[src/rtl/magnitude_max_tracker_pkg.sv]
// Shared types for the streaming arg-max tracker: FSM state encoding.
// Result records are sized by the tracker's own parameters, so they are declared there.
package magnitude_max_tracker_pkg;

   typedef enum logic [1:0] {
      ST_FIRST = 2'd0,
      ST_ACCUM = 2'd1,
      ST_HOLD  = 2'd2
   } state_t;

endpackage

[src/rtl/magnitude_comparator_tree.sv]
// Unsigned magnitude comparator: o_a is high when i_a > i_b.
// SPLIT sets the chunk radix of the MSB-first decision; IMPLEMENTATION != 0 selects a flat compare.
module magnitude_comparator_tree #(
   parameter int WIDTH          = 32,
   parameter int SPLIT          = 2,
   parameter int IMPLEMENTATION = 0
) (
   input  logic [WIDTH-1:0] i_a,
   input  logic [WIDTH-1:0] i_b,
   output logic             o_a
);

   localparam int CW = (WIDTH + SPLIT - 1) / SPLIT;
   localparam int PW = CW * SPLIT;

   generate
      if (IMPLEMENTATION == 0) begin : g_chunked
         logic [PW-1:0] a_pad_s;
         logic [PW-1:0] b_pad_s;
         logic          gt_s;
         logic          done_s;

         assign a_pad_s = PW'(i_a);
         assign b_pad_s = PW'(i_b);

         // The most significant differing chunk decides the comparison
         always_comb begin
            gt_s   = 1'b0;
            done_s = 1'b0;
            for (int c = SPLIT - 1; c >= 0; c--) begin
               if (!done_s && (a_pad_s[c*CW +: CW] != b_pad_s[c*CW +: CW])) begin
                  gt_s   = (a_pad_s[c*CW +: CW] > b_pad_s[c*CW +: CW]);
                  done_s = 1'b1;
               end else begin
                  done_s = done_s;
               end
            end
         end

         assign o_a = gt_s;
      end else begin : g_direct
         assign o_a = (i_a > i_b);
      end
   endgenerate

endmodule

[src/rtl/magnitude_max_tracker.sv]
// Streaming arg-max over last-delimited packets; result is presented one cycle after the last beat.
// Define MAGNITUDE_MAX_TRACKER_MIN_EN to also track the packet minimum and its index.
module magnitude_max_tracker
   import magnitude_max_tracker_pkg::*;
#(
   parameter int WIDTH          = 32,
   parameter int SPLIT          = 2,
   parameter int IMPLEMENTATION = 0,
   parameter int IDX_WIDTH      = 16
) (
   input  logic                 clk,
   input  logic                 rst_n,
   input  logic                 i_vld,
   output logic                 o_rdy,
   input  logic [WIDTH-1:0]     i_dat,
   input  logic                 i_lst,
   output logic                 o_vld,
   input  logic                 i_rdy,
   output logic [WIDTH-1:0]     o_max,
   output logic [IDX_WIDTH-1:0] o_idx,
   output logic [IDX_WIDTH-1:0] o_len,
   output logic                 o_ovf,
   output logic [WIDTH-1:0]     o_min,
   output logic [IDX_WIDTH-1:0] o_min_idx
);

   typedef struct packed {
      logic [WIDTH-1:0]     max;
      logic [IDX_WIDTH-1:0] idx;
      logic [IDX_WIDTH-1:0] len;
      logic                 ovf;
   } result_t;

   localparam logic [IDX_WIDTH-1:0] CNT_MAX = {IDX_WIDTH{1'b1}};

   state_t  state_r;
   result_t acc_r;
   result_t res_r;
   result_t step_s;
   logic    vld_r;
   logic    gt_s;
   logic    cnt_sat_s;
   logic    in_xfer_s;
   logic    out_xfer_s;

   assign o_rdy      = (state_r != ST_HOLD) || i_rdy;
   assign in_xfer_s  = i_vld && o_rdy;
   assign out_xfer_s = vld_r && i_rdy;
   assign cnt_sat_s  = (acc_r.len == CNT_MAX);

   magnitude_comparator_tree #(
      .WIDTH          (WIDTH),
      .SPLIT          (SPLIT),
      .IMPLEMENTATION (IMPLEMENTATION)
   ) u_max_cmp (
      .i_a (i_dat),
      .i_b (acc_r.max),
      .o_a (gt_s)
   );

   // Running state after accepting the current beat; outside ACCUM a beat starts a new packet
   always_comb begin
      step_s = acc_r;
      if (state_r == ST_ACCUM) begin
         step_s.max = gt_s ? i_dat : acc_r.max;
         step_s.idx = gt_s ? acc_r.len : acc_r.idx;
         step_s.len = cnt_sat_s ? acc_r.len : acc_r.len + IDX_WIDTH'(1'b1);
         step_s.ovf = acc_r.ovf | cnt_sat_s;
      end else begin
         step_s.max = i_dat;
         step_s.idx = {IDX_WIDTH{1'b0}};
         step_s.len = IDX_WIDTH'(1'b1);
         step_s.ovf = 1'b0;
      end
   end

`ifdef MAGNITUDE_MAX_TRACKER_MIN_EN
   logic [WIDTH-1:0]     acc_min_r;
   logic [IDX_WIDTH-1:0] acc_min_idx_r;
   logic [WIDTH-1:0]     res_min_r;
   logic [IDX_WIDTH-1:0] res_min_idx_r;
   logic [WIDTH-1:0]     step_min_s;
   logic [IDX_WIDTH-1:0] step_min_idx_s;
   logic                 lt_s;

   // Operands swapped so o_a flags a new strict minimum
   magnitude_comparator_tree #(
      .WIDTH          (WIDTH),
      .SPLIT          (SPLIT),
      .IMPLEMENTATION (IMPLEMENTATION)
   ) u_min_cmp (
      .i_a (acc_min_r),
      .i_b (i_dat),
      .o_a (lt_s)
   );

   // Minimum tracking mirrors the maximum path
   always_comb begin
      step_min_s     = i_dat;
      step_min_idx_s = {IDX_WIDTH{1'b0}};
      if (state_r == ST_ACCUM) begin
         step_min_s     = lt_s ? i_dat : acc_min_r;
         step_min_idx_s = lt_s ? acc_r.len : acc_min_idx_r;
      end else begin
         step_min_s     = i_dat;
         step_min_idx_s = {IDX_WIDTH{1'b0}};
      end
   end

   // Minimum accumulator and result registers
   always_ff @(posedge clk or negedge rst_n) begin
      if (!rst_n) begin
         acc_min_r     <= {WIDTH{1'b0}};
         acc_min_idx_r <= {IDX_WIDTH{1'b0}};
         res_min_r     <= {WIDTH{1'b0}};
         res_min_idx_r <= {IDX_WIDTH{1'b0}};
      end else if (in_xfer_s) begin
         acc_min_r     <= step_min_s;
         acc_min_idx_r <= step_min_idx_s;
         if (i_lst) begin
            res_min_r     <= step_min_s;
            res_min_idx_r <= step_min_idx_s;
         end
      end
   end

   assign o_min     = res_min_r;
   assign o_min_idx = res_min_idx_r;
`else
   assign o_min     = {WIDTH{1'b0}};
   assign o_min_idx = {IDX_WIDTH{1'b0}};
`endif

   // Packet FSM: accumulate beats, publish on the last one, hand off in HOLD
   always_ff @(posedge clk or negedge rst_n) begin
      if (!rst_n) begin
         state_r <= ST_FIRST;
         acc_r   <= '0;
         res_r   <= '0;
         vld_r   <= 1'b0;
      end else begin
         case (state_r)
            ST_FIRST, ST_ACCUM: begin
               if (in_xfer_s) begin
                  acc_r <= step_s;
                  if (i_lst) begin
                     res_r   <= step_s;
                     vld_r   <= 1'b1;
                     state_r <= ST_HOLD;
                  end else begin
                     state_r <= ST_ACCUM;
                  end
               end
            end
            ST_HOLD: begin
               if (out_xfer_s) begin
                  if (in_xfer_s) begin
                     acc_r <= step_s;
                     if (i_lst) begin
                        res_r   <= step_s;
                        vld_r   <= 1'b1;
                        state_r <= ST_HOLD;
                     end else begin
                        vld_r   <= 1'b0;
                        state_r <= ST_ACCUM;
                     end
                  end else begin
                     vld_r   <= 1'b0;
                     state_r <= ST_FIRST;
                  end
               end
            end
            default: begin
               vld_r   <= 1'b0;
               state_r <= ST_FIRST;
            end
         endcase
      end
   end

   assign o_vld = vld_r;
   assign o_max = res_r.max;
   assign o_idx = res_r.idx;
   assign o_len = res_r.len;
   assign o_ovf = res_r.ovf;

endmodule

[config.mk]
export PLATFORM = sky130hd
export DESIGN_NAME = magnitude_max_tracker
export DESIGN_NICKNAME = d
export VERILOG_FILES = /design/src/rtl/magnitude_max_tracker_pkg.sv /design/src/rtl/magnitude_comparator_tree.sv /design/src/rtl/magnitude_max_tracker.sv
export SDC_FILE = /design/constraint.sdc
export NUM_CORES = 1
export LEC_CHECK = 0
export ABC_AREA = 1
export BUFFER_PORTS_ARGS = -buffer_cell sky130_fd_sc_hd__buf_2
export CAP_MARGIN = 20
export CORE_UTILIZATION = 35
export CTS_CLUSTER_SIZE = 10
export DETAILED_ROUTE_END_ITERATION = 8
export PLACE_DENSITY = 0.53
export SYNTH_ARGS = -nofsm -noshare
export SYNTH_HDL_FRONTEND = slang
export SYNTH_HIERARCHICAL = 1
export SYNTH_SLANG_ARGS = --single-unit
[constraint.sdc]
create_clock -name clk -period 7.15 [get_ports clk]
set_clock_uncertainty 0.05 [all_clocks]
set_input_delay 1.0725 -clock clk [delete_from_list [all_inputs] [get_ports clk]]
set_output_delay 1.0725 -clock clk [all_outputs]
set_load 0.05 [all_outputs]
==> summary.json <==
{
  "worst_setup_path_end_kind": "register",
  "totalPowerFinal_mw": 3.83,
  "ys_types": 29,
  "cap_violations": 0,
  "final-setup-viol-count": 0,
  "detailroute.via_count": 6188,
  "ff2ff_setup_slack_ns": 3.75,
  "grt_first_pass_wirelength_mm": 29.7,
  "port-buffer-count": 103,
  "area_growth_pct": 15.0,
  "layout_worst_path_cycle_share_pct": 52.8,
  "placementRows": 53,
  "num_io_pins": 152,
  "r2r.worst_path.cells": 17,
  "status": "finished, final reports clean",
  "wirelength_mm": 17.6,
  "final_core_utilization_pct": 41.1,
  "die_width_um": 148,
  "cp.arrival_ns": 4.06,
  "timing.max_slew.rel_slack_pct": 29.0,
  "dieArea_um2": 22000,
  "start_util_pct": 35.7,
  "clock_tree_from_tritoncts": "done",
  "clk_sinks": 133,
  "ctsHoldBuffers": 0,
  "finish.net_count": 1151,
  "min_path_cells": 2,
  "via_cell_ratio": 4.52,
  "grt_antenna_before_repair": 1,
  "clock_tree.htree_level_count": 4,
  "layout.cells.most_common_list": "nand2_1, dfrtp_1, inv_1",
  "worstHoldEndpoint": "o_idx[11]$_DFFE_PN0P_",
  "grt_setup_unrepaired": "false",
  "cts_resized": 0,
  "seq_cells_post_synth": 133,
  "path_max_fanout": 42,
  "clk_root_buffer_cell": "clkbuf_16",
  "synth_warnings": 6,
  "worstHoldStart": "o_idx[11]$_DFFE_PN0P_",
  "rr_endpoint": "acc_r[48]$_DFFE_PN0P_",
  "postRouteAntennaNets": 0,
  "worst_slew_pin_slew_ns": 1.07,
  "post-cts-setup-buffer-count": 0,
  "clock.fmax_mhz": 265,
  "min_path_type": "register to register",
  "clock_latency_ns": 0.42,
  "post_synth.cell_area_avg_um2": 7.53,
  "synth.cell_area_um2": 7510,
  "cells_after_synth": 997,
  "clk_transition_reported_paths_ns": 0.06,
  "average_wire_per_standard_cell_um": 12.8,
  "post-dp-hpwl_mm": 11.6,
  "number_of_design_rule_violations_left_after_detail_routing": 0,
  "layout.cells.most_common": "nand2_1",
  "crit_required_ns": 7.43,
  "worstSetupPathType": "primary input to register",
  "overflow": 0,
  "grt_max_degree": 106,
  "first_iter_violations": 394,
  "setup.worst_path.start_class": "primary input",
  "cts_buffers": 17,
  "detailedRoute.firstPassIterationCount": 4,
  "die_height_um": 148,
  "clockBufferDepth": 2,
  "gp_congestion": 0.810,
  "drive_above_1_share_pct": 15.7,
  "power_leakage_nw": 4.81,
  "coreArea_um2": 21000,
  "finalHoldViolCount": 0,
  "reg2reg_from": "acc_r[62]$_DFFE_PN0P_",
  "grt_usage_pct": 17.1,
  "tns_ns": 0,
  "ir_worst_vdd_v": 0.000199,
  "finalWorstPathRequiredPeriod_ns": 3.78,
  "ys_seq_area_share_pct": 44.3,
  "grt_pass1_vias": 5910,
  "cellPowerDensity_nw_per_um2": 444,
  "final-max-slew-violation-count": 0
}
## synth_stat cells
cell type / n / share of area [%]
conb_1: 1 / 0.050
nor2_4: 4 / 0.60
nand4_1: 10 / 0.83
xor2_1: 2 / 0.23
inv_1: 109 / 5.4
ha_1: 33 / 5.5
a22oi_1: 1 / 0.10
clkbuf_1: 8 / 0.40
nand2_1: 389 / 19
buf_4: 58 / 5.8
buf_1: 2 / 0.10
o21bai_1: 1 / 0.10
nor2_2: 7 / 0.58
nor2_1: 21 / 1.0
nand2_2: 9 / 0.75
nand3_1: 46 / 3.1
a21oi_1: 28 / 1.9
o21ai_0: 52 / 3.5
inv_2: 4 / 0.20
nand3_2: 6 / 0.80
dfrtp_1: 133 / 44
a21o_1: 1 / 0.10
o21a_1: 1 / 0.10
o21ai_2: 1 / 0.12
nand3b_1: 1 / 0.10
buf_6: 3 / 0.45
o21ai_1: 45 / 3.0
buf_2: 20 / 1.3
xnor2_1: 1 / 0.12
## stage by stage
stage                     cell area, um^2  cells  hold WS (ns)  worst slack, ns
final                                8640   1370         0.412             3.37
after CTS                            8640   1369         0.419             3.37
after global routing                 8640   1369         0.426             2.97
after floorplan                      7690   1044         0.387             4.16
after detailed placement             8010   1337         0.404             2.93
after global placement               7990   1336         0.398             2.61
## state kept, by name, summed over array words and instances (netlist names)
| register | count |
|---|---|
| o_len | 16 |
| o_vld | 1 |
| acc_r | 65 |
| state_r | 2 |
| o_max | 32 |
| o_ovf | 1 |
| o_idx | 16 |
## layout make-up
class,count,area [um^2]
Sequential cell,133,3330
Clock inverter,15,204
Clock buffer,17,425
Antenna cell,1,2.50
Tap cell,275,344
Inverter,113,424
Fill cell,2172,12400
Multi-Input combinational cell,707,3330
Timing Repair Buffer,109,579
## how the worst max path moves through the flow
stage              start                     to  slack, ns  cells after the start
6_report       i_dat[31]  acc_r[48]$_DFFE_PN0P_       3.37                     17
3_3_place_gp   i_dat[29]  acc_r[64]$_DFFE_PN0P_       2.61                     15
3_5_place_dp   i_dat[29]  acc_r[54]$_DFFE_PN0P_       2.93                     17
4_1_cts        i_dat[31]  acc_r[47]$_DFFE_PN0P_       3.37                     17
5_1_grt        i_dat[29]  acc_r[48]$_DFFE_PN0P_       2.97                     17
2_1_floorplan  i_dat[31]  acc_r[57]$_DFFE_PN0P_       4.16                     16
## power by group
group	switching [mW]	leakage, nW	internal, mW	total (mW)
Clock	0.354	0.296	0.586	0.940
Combinational	1.29	2.78	0.431	1.73
Sequential	0.149	1.74	1.02	1.17
## per-layer routing
layer | part of all wire [%] | GRT usage [%] | wire length [um] | vias up
met4 | 1.3 | 5.41 | 235 | 0
met1 | 50 | 23.7 | 8830 | 2858
met3 | 4.4 | 3.93 | 783 | 18
met2 | 44 | 26.2 | 7750 | 125
met5 | 0 | 0 | 0 | -
li1 | - | - | - | 3187
## critical path, stage by stage
cell and delay (ns):
buf_2 0.11, ha_1 0.31, nand2_2 0.08, nor2_4 0.11
nand3_2 0.10, nor2_4 0.10, nand2_1 0.05, nand3_1 0.08
nand2_1 0.07, nand2_1 0.58, inv_1 0.26, nand2_2 0.45
buf_12 0.27, nand2_1 0.08, o21ai_1 0.11, nand2_1 0.07
o21ai_1 0.11
## kinds of logic (layout without fill, tap and decap cells)
group,count (synthesis),after routing,share of synthesized area [%]
buf+inv,204,254,13.7
fa+ha+maj,33,33,5.50
xor+xnor,3,3,0.350
compound gates,130,130,8.85
flops,133,133,44.3
other cells,1,49,0.0499
simple gates,493,493,27.2
Note: power is estimated with default switching activity, not from simulation.
